$ cat config.mk
export PLATFORM = sky130hd
export DESIGN_NAME = accum_sequencer
export DESIGN_NICKNAME = d
export VERILOG_FILES = /design/src/rtl/accum_sequencer.sv
export SDC_FILE = /design/constraint.sdc
export NUM_CORES = 1
export LEC_CHECK = 0
export ABC_AREA = 0
export BUFFER_PORTS_ARGS = -buffer_cell sky130_fd_sc_hd__clkbuf_2
export CORE_MARGIN = 2
export CORE_UTILIZATION = 61
export CTS_CLUSTER_SIZE = 8
export DETAILED_ROUTE_END_ITERATION = 8
export PLACE_DENSITY = 0.84
export SLEW_MARGIN = 20
export SYNTH_ARGS = -nofsm -noshare
export SYNTH_HDL_FRONTEND = slang
export SYNTH_SLANG_ARGS = --single-unit
$ cat constraint.sdc
create_clock -name clk -period 5.5 [get_ports clk]
set_input_delay 1.65 -clock clk [delete_from_list [all_inputs] [get_ports clk]]
set_output_delay 1.65 -clock clk [all_outputs]
set_load 0.05 [all_outputs]
$ cat src/rtl/accum_sequencer.sv
// accum_sequencer: button-driven step accumulator with multi-cycle binary-to-BCD conversion.
// Build option ACC_SAT_EN saturates the accumulator on overflow instead of wrapping.
module accum_sequencer #(
    parameter int DATA_W   = 6,
    parameter int STEP_MAX = 10,
    parameter int BTN_SYNC = 2
) (
    input  logic              clk,
    input  logic              reset,
    input  logic              btn,
    input  logic              clr,
    output logic [DATA_W-1:0] acc_q,
    output logic [3:0]        step,
    output logic [3:0]        tens,
    output logic [3:0]        ones,
    output logic              busy,
    output logic              ovf
);
    typedef enum logic [1:0] {IDLE, ADD, CONV} state_t;
    state_t state_q, state_d;
    logic [BTN_SYNC-1:0] sync_q;
    logic sync_prev_q, btn_edge, pend_q, pend_d, ovf_q, ovf_d, carry;
    logic [DATA_W-1:0] acc_d, acc_next, bin_q, bin_d;
    logic [DATA_W+4:0] sum_w;
    logic [3:0] step_q, step_d, tens_q, tens_d, ones_q, ones_d, lo_adj;
    logic [5:0] bcd_q, bcd_d;
    logic [6:0] bcd_shift;
    logic [2:0] cnt_q, cnt_d;

    assign btn_edge = sync_q[BTN_SYNC-1] & ~sync_prev_q;
    assign sum_w    = {5'b0, acc_q} + {{(DATA_W+1){1'b0}}, step_q};
    assign carry    = |sum_w[DATA_W+4:DATA_W];
`ifdef ACC_SAT_EN
    assign acc_next = carry ? '1 : sum_w[DATA_W-1:0];
`else
    assign acc_next = sum_w[DATA_W-1:0];
`endif
    // Result is below 100, so the tens digit never reaches 5 before a shift and needs no add-3.
    assign lo_adj    = bcd_q[3:0] + ((bcd_q[3:0] >= 4'd5) ? 4'd3 : 4'd0);
    assign bcd_shift = {bcd_q[5:4], lo_adj, bin_q[DATA_W-1]};
    assign step = step_q;
    assign tens = tens_q;
    assign ones = ones_q;
    assign ovf  = ovf_q;
    assign busy = state_q != IDLE;

    always_comb begin
        state_d = state_q;
        acc_d   = acc_q;
        step_d  = step_q;
        tens_d  = tens_q;
        ones_d  = ones_q;
        ovf_d   = ovf_q;
        pend_d  = pend_q;
        bin_d   = bin_q;
        bcd_d   = bcd_q;
        cnt_d   = cnt_q;
        if (clr) begin
            state_d = IDLE;
            acc_d   = '0;
            step_d  = '0;
            tens_d  = '0;
            ones_d  = '0;
            ovf_d   = 1'b0;
            pend_d  = 1'b0;
        end else begin
            case (state_q)
                IDLE: if (btn_edge || pend_q) begin
                    state_d = ADD;
                    pend_d  = 1'b0;
                end
                ADD: begin
                    acc_d   = acc_next;
                    ovf_d   = ovf_q | carry;
                    step_d  = (step_q == 4'(STEP_MAX)) ? 4'd0 : step_q + 4'd1;
                    bin_d   = acc_next;
                    bcd_d   = '0;
                    cnt_d   = '0;
                    pend_d  = pend_q | btn_edge;
                    state_d = CONV;
                end
                default: begin
                    bin_d  = bin_q << 1;
                    bcd_d  = bcd_shift[5:0];
                    cnt_d  = cnt_q + 3'd1;
                    pend_d = pend_q | btn_edge;
                    if (cnt_q == 3'(DATA_W - 1)) begin
                        tens_d  = {1'b0, bcd_shift[6:4]};
                        ones_d  = bcd_shift[3:0];
                        state_d = IDLE;
                    end
                end
            endcase
        end
    end

    always_ff @(posedge clk or negedge reset) begin
        if (!reset) begin
            state_q     <= IDLE;
            sync_q      <= '0;
            sync_prev_q <= 1'b0;
            acc_q       <= '0;
            step_q      <= '0;
            tens_q      <= '0;
            ones_q      <= '0;
            ovf_q       <= 1'b0;
            pend_q      <= 1'b0;
            bin_q       <= '0;
            bcd_q       <= '0;
            cnt_q       <= '0;
        end else begin
            state_q     <= state_d;
            sync_q      <= {sync_q[BTN_SYNC-2:0], btn};
            sync_prev_q <= sync_q[BTN_SYNC-1];
            acc_q       <= acc_d;
            step_q      <= step_d;
            tens_q      <= tens_d;
            ones_q      <= ones_d;
            ovf_q       <= ovf_d;
            pend_q      <= pend_d;
            bin_q       <= bin_d;
            bcd_q       <= bcd_d;
            cnt_q       <= cnt_d;
        end
    end
endmodule

# Word level (Yosys, flattened, before mapping)

Cells that the tools add are included.

$lt $le $gt $ge: 1
Mux-type cells: 24
Bitwise operators: 6
Multiply operators: 0
Add/subtract/negate cells: 4
Divide/modulo/power cells: 0
Reductions and logical operators: 11
Shift operators: 0
Equal/unequal tests: 5

Operators by type and width:

| cell                                                                                | count |
|---|---|
| 4-bit 2-to-1 mux                                                                    | 9 |
| 6-bit one-hot mux with 2 select lines                                               | 2 |
| 6-bit 2-to-1 mux                                                                    | 2 |
| 2-bit 2-to-1 mux                                                                    | 4 |
| 6-bit by 4-bit adder with 7-bit output                                              | 1 |
| 3-bit one-hot mux with 2 select lines                                               | 1 |
| 2-bit AND reduction                                                                 | 3 |
| 2-bit nonzero test                                                                  | 3 |
| 1-bit 2-to-1 mux                                                                    | 5 |
| 5-bit OR reduction                                                                  | 1 |
| 4-bit by 1-bit adder with 4-bit output, second input constant                       | 1 |
| 4-bit by 2-bit adder with 4-bit output                                              | 1 |
| 4-bit equality test, second input constant                                          | 1 |
| 4-bit by 3-bit greater-or-equal comparator with 1-bit output, second input constant | 1 |
| 2-bit one-hot mux with 2 select lines                                               | 1 |
| 4-bit nonzero test                                                                  | 1 |
| 3-bit by 1-bit adder with 3-bit output, second input constant                       | 1 |
| 3-bit equality test, second input constant                                          | 1 |
| 3-bit != test, second input constant                                                | 1 |
| 1-bit inverter                                                                      | 3 |
| 2-bit by 1-bit equality test with 1-bit output, second input constant               | 1 |
| 2-bit logical NOT                                                                   | 1 |
| 2-bit by 1-bit != test with 1-bit output, second input constant                     | 1 |
| 1-bit OR                                                                            | 2 |
| 3 further kinds                                                                     | 3 |

Memory bits (read-only): 0
Latch bits: 0
Memories: 0
Logic and storage cells: 63
Bits in writable memories: 0
Output and inout bits: 20
Register bits after elaboration: 40
Input bits: 4

# Depth between registers and ports, before layout

Depth in word-level cells: 6
Depth in mapped cells: 7

# Least setup slack after synthesis

No wires, ideal clock.

Path kind: reg-to-output
Start: reg state_q[1]
End: out busy
Arrival time: 1.002 ns
Path slack: 2.848 ns
Path buffers: 1
Data required time: 3.850 ns
Stages on the path, launching flop included: 3
Cell sequence: dfrtp_1 -> clkbuf_1 -> or2_2

Cells in the longest elaborated chain, start to end: 1

Ends and longest elaborated chain:

| what                   | line | source |
|---|---|---|
| from (decl)            | 20   | `state_t state_q, state_d;` |
| from (signal assigned) | 112  | `state_q <= state_d;` |
| 2-bit nonzero test     | 45   | `assign busy = state_q != IDLE;` |
| to (decl)              | 16   | `output logic busy,` |

Every way passes these cells.

# Final worst setup path

Same ends and word-level chain as after synthesis.

==> metrics.md <==
| Metric | Value |
|---|---|
| Overall Global Routing Usage | 24.2% |
| Synth top cells by count | dfrtp_1, nand2_1, a21oi_1 |
| Input/output buffers | 22 |
| Worst-path cell chain | or2_2 -> clkbuf_2 |
| Initial antenna violation count | 0 |
| Antenna Cells | 0 |
| Final wirelength | 3.75 mm |
| Hold WC Path Type | flop to flop |
| Remaining Overflow, GRT | 0 |
| Main synth FF type | dfrtp_1 |
| Synth Net Count | 213 |
| Largest net degree at the start of global routing | 40 |
| FP Rows | 20 |
| Register area share after synthesis | 50.4% |
| Critical path capture point type | output port |
| CTS tree | built |
| Syn Inst Count | 197 |
| Leakage power figure | 1.06 nW |
| Overall power | 0.609 mW |
| Top delay family on crit path | flip-flops |
| Slew headroom | 37.6% |
| H-tree depth | 2 |
| Post-synth top area share | 50.4% |
| Longest Clk Path Bufs | 2 |
| Final hold violations | 0 |
| Vias in the first global route | 1393 |
| Inst Count DP | 253 |
| Drt first pass iters | 4 |
| CTS root buf | clkbuf_4 |
| Slew Viols, Final | 0 |
| Buf/Inv on CP | 1 |
| Distinct cells, synth | 39 |
| Starting Density | 64.0% |
| CTS Sinks | 39 |
| Critical Path Start Type | flop |
| Max Fclk | 319 MHz |
| Clock Pin Slew Worst Setup and Hold Paths | 0.11 ns |
| Tmin final | 3.14 ns |
| Worst vdd ir | 0.279 mV |
| Finished Layout Cells | 261 |
| Postcts setup bufs | 0 |
| Die Y | 60.4 um |
| Die span in x | 60.4 um |
| Asr flop ratio synth | 100% |
| CTS Hold Bufs | 0 |
| First-pass GRT wire length | 6.47 mm |
| Area leader, netlist | dfrtp_1 |
| Die area | 3640 um^2 |
| Required time of the critical path | 3.85 ns |
| R2R setup slack | 3.43 ns |
| Clock Latency Late Sink | 0.35 ns |
| Crit path largest cell delay | 0.55 ns |
| Power Density | 285 nW/um^2 |
| Placed Area | 2050 um^2 |
| Most frequent cell after synthesis | dfrtp_1 |
| Vias | 1475 |
| Clk_skew | 0.00824 ns |
| 1st-iter DRT viols | 93 |
| Via density | 5.65 |
| Number of buffers created by CTS | 5 |
| TNS Setup | 0 ns |
| Post-CTS resize count | 0 |
| Syn_area_per_cell | 9.84 um^2 |
| Seq cells post-synth | 39 |
| Number of fill cells | 236 |
| EDFF count, synth | 0 |
| Total I/O pin count | 24 |
| Fraction of layout cells with a size suffix above 1 | 15.7% |
| Antenna Nets Post-Route | 0 |
| Finished Cell Area | 2140 um^2 |
| Critical Path Fanout Max | 15 |
| RSZ-0062 raised after global routing | no |
| Ratio of final minimum period to clock period | 57.1% |
| Max-cap viol count | 0 |
| Placer Congestion | 0.787 |
| Residual DRC count | 0 |
| Layout area overhead | 10.4% |
| Core box area | 3030 um^2 |
| Synth top area cells | dfrtp_1, ha_1, nand2_1, a21oi_1, a22o_1 |
| Routed len/inst | 14.4 um |
| Worst slew pin tran | 0.936 ns |
| Result of the run | finished clean |
| Finish-stage setup viols | 0 |
| WP data arrival | 1.49 ns |
| Setup CP Type | flop to output port |
| CP max-delay cell | dfrtp_1 |
| HPWL after DPL | 2.65 mm |
| Synth Cell Area | 1940 um^2 |
| Final nets | 232 |
| YS warnings | 0 |
==> cells in the final DEF (no fill, tap or decap), types with 4 or more instances in the layout <==
cell      instances
dfrtp_1          39
nand2_1          29
clkbuf_2         22
a21oi_1          15
nor2_1           12
inv_1            10
o21ai_0          10
ha_1             10
a22o_1            7
nor3_1            6
a22oi_1           6
clkbuf_4          5
nand2b_1          4
nor2b_1           4
nand3_1           4
==> flip-flops by register name (all words and copies together) (netlist names), 3 cells and up <==
| signal | flops |
|---|---|
| bcd_q | 6 |
| ones | 4 |
| cnt_q | 3 |
| bin_q | 6 |
| acc_q | 6 |
| step | 4 |
| tens | 3 |
==> final cells by class <==
class	count	area [um^2]	share of cell area, %
sequential	39	976	45.6
clock buffer	6	51.3	2.40
multi-input combinational	138	875	40.9
tap	44	55.1	2.57
clock inverter	2	35.0	1.64
inverter	10	37.5	1.75
timing repair buffer	22	110	5.15
==> per-layer routing <==
| metal | track usage (%) | routed length (um) |
|---|---|---|
| met5 | 0 | 0 |
| met4 | 6.98 | 42 |
| met2 | 39.0 | 1840 |
| met3 | 6.40 | 175 |
| met1 | 32.7 | 1690 |
==> stage by stage <==
step	util, %	hold WS (ns)	setup slack [ns]
floorplan	-	0.331	2.85
global placement	67.8	0.342	2.33
detailed placement	67.8	0.339	2.29
CTS	70.7	0.368	2.38
global route	70.7	0.371	2.29
finish	70.7	0.362	2.36
==> worst paths after layout <==
check	depth (start not counted)	startpoint	endpoint
worst min-delay path	0	sync_q[0]	sync_q[1]
worst max register to register	7	step[0]	acc_q[4]
worst min register to register	0	sync_q[0]	sync_q[1]
worst max-delay path	2	state_q[1]	busy
max in group asynchronous	1	reset	ones[1]
min in group asynchronous	1	reset	step[1]
==> cell families (layout without fill, tap and decap cells) <==
group | after synthesis | count (layout) | synth area share (%)
other | 1 | 1 | 0.193
AND/OR/NAND/NOR | 70 | 70 | 17.1
adder cells (fa/ha/maj) | 12 | 12 | 8.52
XOR/XNOR | 3 | 3 | 1.36
flip-flops | 39 | 39 | 50.4
AO/OA/AOI/OAI | 50 | 50 | 16.9
multiplexers | 2 | 2 | 1.03
buffers and inverters | 20 | 40 | 4.52
==> power by group <==
group          leakage, nW  internal (mW)  switching (mW)  total, mW
logic                0.492         0.0292          0.0475     0.0767
registers            0.522          0.308          0.0229      0.331
clock network       0.0482          0.107          0.0936      0.201
total                 1.06          0.445           0.164      0.609
No activity file was read; power rests on OpenSTA's default activity.
